File: src/rtl/uart_pkg.sv
// -----------------------------------------------------------------------------
// uart_pkg : shared state encoding and line constants for fifo_uart_tx. Rev 1.0
// -----------------------------------------------------------------------------
`default_nettype none

package uart_pkg;

  typedef enum logic [2:0] {
    IDLE   = 3'd0,
    LOAD   = 3'd1,
    START  = 3'd2,
    DATA   = 3'd3,
    PARITY = 3'd4,
    STOP   = 3'd5
  } uart_tx_state_t;

  localparam logic UART_IDLE_LEVEL = 1'b1;

endpackage

`default_nettype wire

File: src/rtl/uart_baud_cnt.sv
// -----------------------------------------------------------------------------
// uart_baud_cnt : per-bit cycle counter, bit_tick on the last cycle of a bit. Rev 1.0
// -----------------------------------------------------------------------------
`default_nettype none

module uart_baud_cnt #(
  parameter int CLKS_PER_BIT = 16
) (
  input  logic clk,
  input  logic rst,
  input  logic clear,
  output logic bit_tick
);

  localparam int CW = (CLKS_PER_BIT > 1) ? $clog2(CLKS_PER_BIT) : 1;
  localparam logic [CW-1:0] LAST = CW'(CLKS_PER_BIT - 1);

  logic [CW-1:0] baud_cnt;

  always_ff @(posedge clk) begin
    if (rst || clear || baud_cnt == LAST) begin
      baud_cnt <= '0;
    end else begin
      baud_cnt <= baud_cnt + 1'b1;
    end
  end

  assign bit_tick = (baud_cnt == LAST);

endmodule

`default_nettype wire

File: src/rtl/fifo_uart_tx.sv
// -----------------------------------------------------------------------------
// fifo_uart_tx : pops words from a FIFO and serialises them as UART frames.
// Optional even parity bit when UART_TX_PARITY_EN is defined.         Rev 1.0
// -----------------------------------------------------------------------------
`default_nettype none

module fifo_uart_tx
  import uart_pkg::*;
#(
  parameter int DWIDTH       = 8,
  parameter int CLKS_PER_BIT = 16,
  parameter int STOP_BITS    = 1
) (
  input  logic              clk,
  input  logic              rst,
  input  logic              en,
  input  logic              fifo_empty,
  input  logic [DWIDTH-1:0] fifo_dout,
  output logic              fifo_pop,
  output logic              tx,
  output logic              busy,
  output logic              frame_done
);

  localparam int BW = $clog2(DWIDTH) + 1;

  generate
    if (STOP_BITS != 1 && STOP_BITS != 2) begin : g_bad_stop_bits
      $error("fifo_uart_tx: STOP_BITS must be 1 or 2");
    end
    if (CLKS_PER_BIT < 2) begin : g_bad_clks_per_bit
      $error("fifo_uart_tx: CLKS_PER_BIT must be >= 2");
    end
  endgenerate

  uart_tx_state_t    state, state_next;
  logic [DWIDTH-1:0] shift_reg;
  logic [DWIDTH-1:0] data_sh;
  logic [BW-1:0]     bit_cnt, bit_cnt_next;
  logic              tx_next;
  logic              bit_tick;
  logic              baud_clear;

  uart_baud_cnt #(
    .CLKS_PER_BIT (CLKS_PER_BIT)
  ) u_baud_cnt (
    .clk      (clk),
    .rst      (rst),
    .clear    (baud_clear),
    .bit_tick (bit_tick)
  );

  always_ff @(posedge clk) begin
    if (rst) begin
      state <= IDLE;
    end else begin
      state <= state_next;
    end
  end

  always_comb begin
    state_next = state;
    fifo_pop   = 1'b0;
    frame_done = 1'b0;
    case (state)
      IDLE: begin
        if (en && !fifo_empty && !rst) begin
          fifo_pop   = 1'b1;
          state_next = LOAD;
        end
      end
      LOAD:  state_next = START;
      START: if (bit_tick) state_next = DATA;
      DATA: begin
        if (bit_tick && bit_cnt == BW'(DWIDTH - 1)) begin
`ifdef UART_TX_PARITY_EN
          state_next = PARITY;
`else
          state_next = STOP;
`endif
        end
      end
      PARITY: if (bit_tick) state_next = STOP;
      STOP: begin
        if (bit_tick && bit_cnt == BW'(STOP_BITS - 1)) begin
          state_next = IDLE;
          frame_done = !rst;
        end
      end
      default: state_next = IDLE;
    endcase
  end

  // Counters restart on every state change; bit_cnt also counts stop bits.
  assign baud_clear   = (state_next != state) || (state == IDLE);
  assign bit_cnt_next = (state_next != state) ? '0 :
                        bit_tick              ? bit_cnt + 1'b1 : bit_cnt;
  assign data_sh      = shift_reg >> bit_cnt_next;

  // tx is registered, so its next value follows the state being entered.
  always_comb begin
    tx_next = UART_IDLE_LEVEL;
    case (state_next)
      START:   tx_next = 1'b0;
      DATA:    tx_next = data_sh[0];
      PARITY:  tx_next = ^shift_reg;
      default: tx_next = UART_IDLE_LEVEL;
    endcase
  end

  always_ff @(posedge clk) begin
    if (rst) begin
      tx        <= UART_IDLE_LEVEL;
      shift_reg <= '0;
      bit_cnt   <= '0;
    end else begin
      tx      <= tx_next;
      bit_cnt <= bit_cnt_next;
      if (state == LOAD) begin
        shift_reg <= fifo_dout;
      end
    end
  end

  assign busy = (state != IDLE);

endmodule

`default_nettype wire

File: config.mk
export PLATFORM = sky130hd
export DESIGN_NAME = fifo_uart_tx
export DESIGN_NICKNAME = d
export VERILOG_FILES = /design/src/rtl/uart_pkg.sv /design/src/rtl/uart_baud_cnt.sv /design/src/rtl/fifo_uart_tx.sv
export SDC_FILE = /design/constraint.sdc
export NUM_CORES = 1
export LEC_CHECK = 0
export ABC_AREA = 1
export BUFFER_PORTS_ARGS = -buffer_cell sky130_fd_sc_hd__buf_2
export CAP_MARGIN = 20
export CORE_ASPECT_RATIO = 1.75
export CORE_UTILIZATION = 50
export DETAILED_ROUTE_END_ITERATION = 10
export HOLD_SLACK_MARGIN = 0.06
export PLACE_DENSITY = 0.77
export SYNTH_ARGS = -nofsm -noshare
export SYNTH_HDL_FRONTEND = slang
export SYNTH_HIERARCHICAL = 1
export SYNTH_SLANG_ARGS = --single-unit
File: constraint.sdc
create_clock -name clk -period 1.8 [get_ports clk]
set_input_delay 0.27 -clock clk [delete_from_list [all_inputs] [get_ports clk]]
set_output_delay 0.27 -clock clk [all_outputs]
set_load 0.005 [all_outputs]
==> results.cfg <==
[run_status]
outcome = finished, violations left
violations = negative setup slack

[global_route]
grt_pass1_wl_mm = 4.40
grt_util_all_layers = 0.239
grt_max_degree = 19
grt_overflow = 0
grt_pass1_vias = 1114
antenna_found_initial = 0

[sta]
relSlewSlack = 0.809
setup_violations = 1
tightest_slew_ns = 0.287
fin_skew_ns = 0.00185
setup_ws_ns = -0.00720
rsz0062_at_grt = true
finalCritPeriodShare = 1.00
fin_crit_ns = 1.81
max_clock_freq_mhz = 553
slew_viol_final = 0
hold-worst-slack_ns = 0.282
hold_violations = 0

[pwr]
power.density_mw_per_mm2 = 597
cellLeakagePower_uw = 0.000670
ir_drop_v = 0.000539

[final_layout]
largest_reg_flops = 8
n_antenna_cell = 0
final.fill_count = 207
final_nets = 208
syn2layout_area_growth_pct = 25.5
stdcell_count = 217
drive_gt1_frac = 0.365

[synth]
async_flop_share = 0
syn_avg_cell_area_um2 = 7.51
synth_commonest_cells = nand2_1 (30), dfxtp_1 (20), inv_1 (19)
synth_nets = 177
synth_top_area_frac = 0.329
yosysSeqAreaShare = 0.329
synth_cells = 162
synth.cell_area_mm2 = 0.00122
synth-warning-count = 6
synthTopCellsByArea = dfxtp_1 (33%), nand2_1 (9.3%), inv_1 (5.9%)
yosysMostFrequentCell = nand2_1
synth_seq_cells = 20
synthFlopType = dfxtp_1
synth_top_area_cell = dfxtp_1
synth_cell_type_count = 28
synth_edf_count = 0

[worst_setup_path]
cp.arrival_ns = 1.97
critical_path_required_ns = 1.96
endpoint_kind = flop
crit_chain = ha_4 -> nand3_4 -> inv_4 -> nand2_2 -> inv_2 -> nand2_4 -> nand2_4 -> nand2_4 -> a31oi_4 -> buf_6 -> nor2_4 -> o211ai_2 -> nand3b_1 -> nand2_1 -> nand2_1 -> nand2_1
cp_slowest_stage_delay_ns = 0.35
ff2ff_setup_slack_ns = -0.007
critPathKind = reg -> reg
crit_path_start_kind = flop
crit_slowest_cell = dfxtp_2
worstPathMaxFanout = 4

[detailed_routing]
drc = 0
detail_route.vias_per_cell = 5.29
wl_per_cell_um = 13.0
drt.antenna.violating_nets = 0
wl_mm = 2.82
num_vias = 1148
drt-initial-drc-count = 20
drt-pass1-iter-count = 4

[clocking]
clock_latency_ns = 0.26
clockBufferDepth = 2
numCtsBuffers = 3
htree_num_levels = 1
cts-root-buf = clkbuf_8
path_clk_slew_ns = 0.07
cts_sinks = 20
tritoncts = yes

[place]
gp_congestion = 0.832
dp_cells = 209
dp_hpwl_mm = 2.14
port_buffers = 15

[floorplan]
start_util = 0.528
pin_count = 16
coreArea_mm2 = 0.00230
fp.dieW_um = 39.3
dieArea_mm2 = 0.00264
die_h_um = 67.2
rows = 23

[min_path]
hold_path.class = in -> reg

[job]
cap_violations = 0
==> layer usage <==
metal  up-vias  wire [um]  GRT usage
met3         7         61     0.0362
met1       544       1030      0.227
met2        20       1650      0.440
met4         0         71      0.155
li1        577          -          -
met5         -          0          0
==> placed cells by master (no fill, tap or decap), drive strengths merged <==
| cell type | count |
|---|---|
| xor2 | 4 |
| a211oi | 3 |
| nand4 | 8 |
| clkbuf | 4 |
| buf | 30 |
| nand3 | 13 |
| o2111ai | 1 |
| nor2 | 23 |
| inv | 21 |
| o21ai | 1 |
| a31oi | 1 |
| ha | 3 |
| dfxtp | 20 |
| nand3b | 1 |
| xnor2 | 7 |
| nor4 | 1 |
| o211ai | 1 |
| nand2 | 42 |
| a21oi | 8 |
==> per-stage QoR <==
step                      utilization  cell area [um^2]  setup WS, ns  power, uW  setup TNS (ns)
after floorplan                     -              1220       0.00173        541               0
after global placement          0.599              1380        0.0514        570               0
after detailed placement        0.599              1380       -0.0387        573         -0.0387
after CTS                       0.632              1460        0.0113        916               0
after global routing            0.663              1530        -0.147        955          -0.543
final                           0.663              1530      -0.00720        912        -0.00720
==> layout make-up <==
type / instances / area [um^2] / share of cell area
clock buffer: 4 / 55.1 / 0.0361
tap: 25 / 31.3 / 0.0205
sequential: 20 / 405 / 0.266
timing repair buffer: 30 / 191 / 0.125
inverter: 21 / 83.8 / 0.0549
multi-input combinational: 117 / 759 / 0.498
==> what timing repair did <==
action / CTS / global route
setup buffers: 0 / 3
pin swaps: 0 / 6
setup endpoints to repair: 1 / 6
hold buffers: 0 / 0
cloned: 0 / 1
gates resized for setup: 5 / 12
==> logic make-up (layout without fill, tap and decap cells) <==
logic type | Yosys count | count (layout) | share of synthesized area
XOR/XNOR | 11 | 11 | 0.0792
adder cells (fa/ha/maj) | 3 | 3 | 0.0309
AO/OA/AOI/OAI | 15 | 15 | 0.0905
AND/OR/NAND/NOR | 87 | 88 | 0.374
buffers and inverters | 26 | 55 | 0.0957
flip-flops | 20 | 20 | 0.329
==> path summary, 6_finish.rpt <==
kind / startpoint / endpoint / depth (start not counted)
worst min-delay path: fifo_dout[0] / shift_reg[0]$_SDFFE_PP0P_ / 3
worst min register to register: shift_reg[0]$_SDFFE_PP0P_ / shift_reg[0]$_SDFFE_PP0P_ / 2
worst max register to register: u_baud_cnt/baud_cnt[1]$_SDFF_PP0_ / tx$_SDFF_PP1_ / 16
worst max-delay path: u_baud_cnt/baud_cnt[1]$_SDFF_PP0_ / tx$_SDFF_PP1_ / 16
==> worst max-delay path, delay by kind of cell (launching register included) <==
| kind | cells | cell delay [ns] |
|---|---|---|
| AND/OR/NAND/NOR | 10 | 0.61 |
| buffers and inverters | 3 | 0.28 |
| AO/OA/AOI/OAI | 2 | 0.31 |
| adder cells (fa/ha/maj) | 1 | 0.15 |
| flip-flops | 1 | 0.35 |
==> report_power, final <==
part           switching [uW]  internal [uW]  total (uW)
Clock                     143            195         338
Combinational            61.0           52.0         113
Sequential               9.29            452         461
Total                     213            698         912
Power figures use the tool's default switching activity.
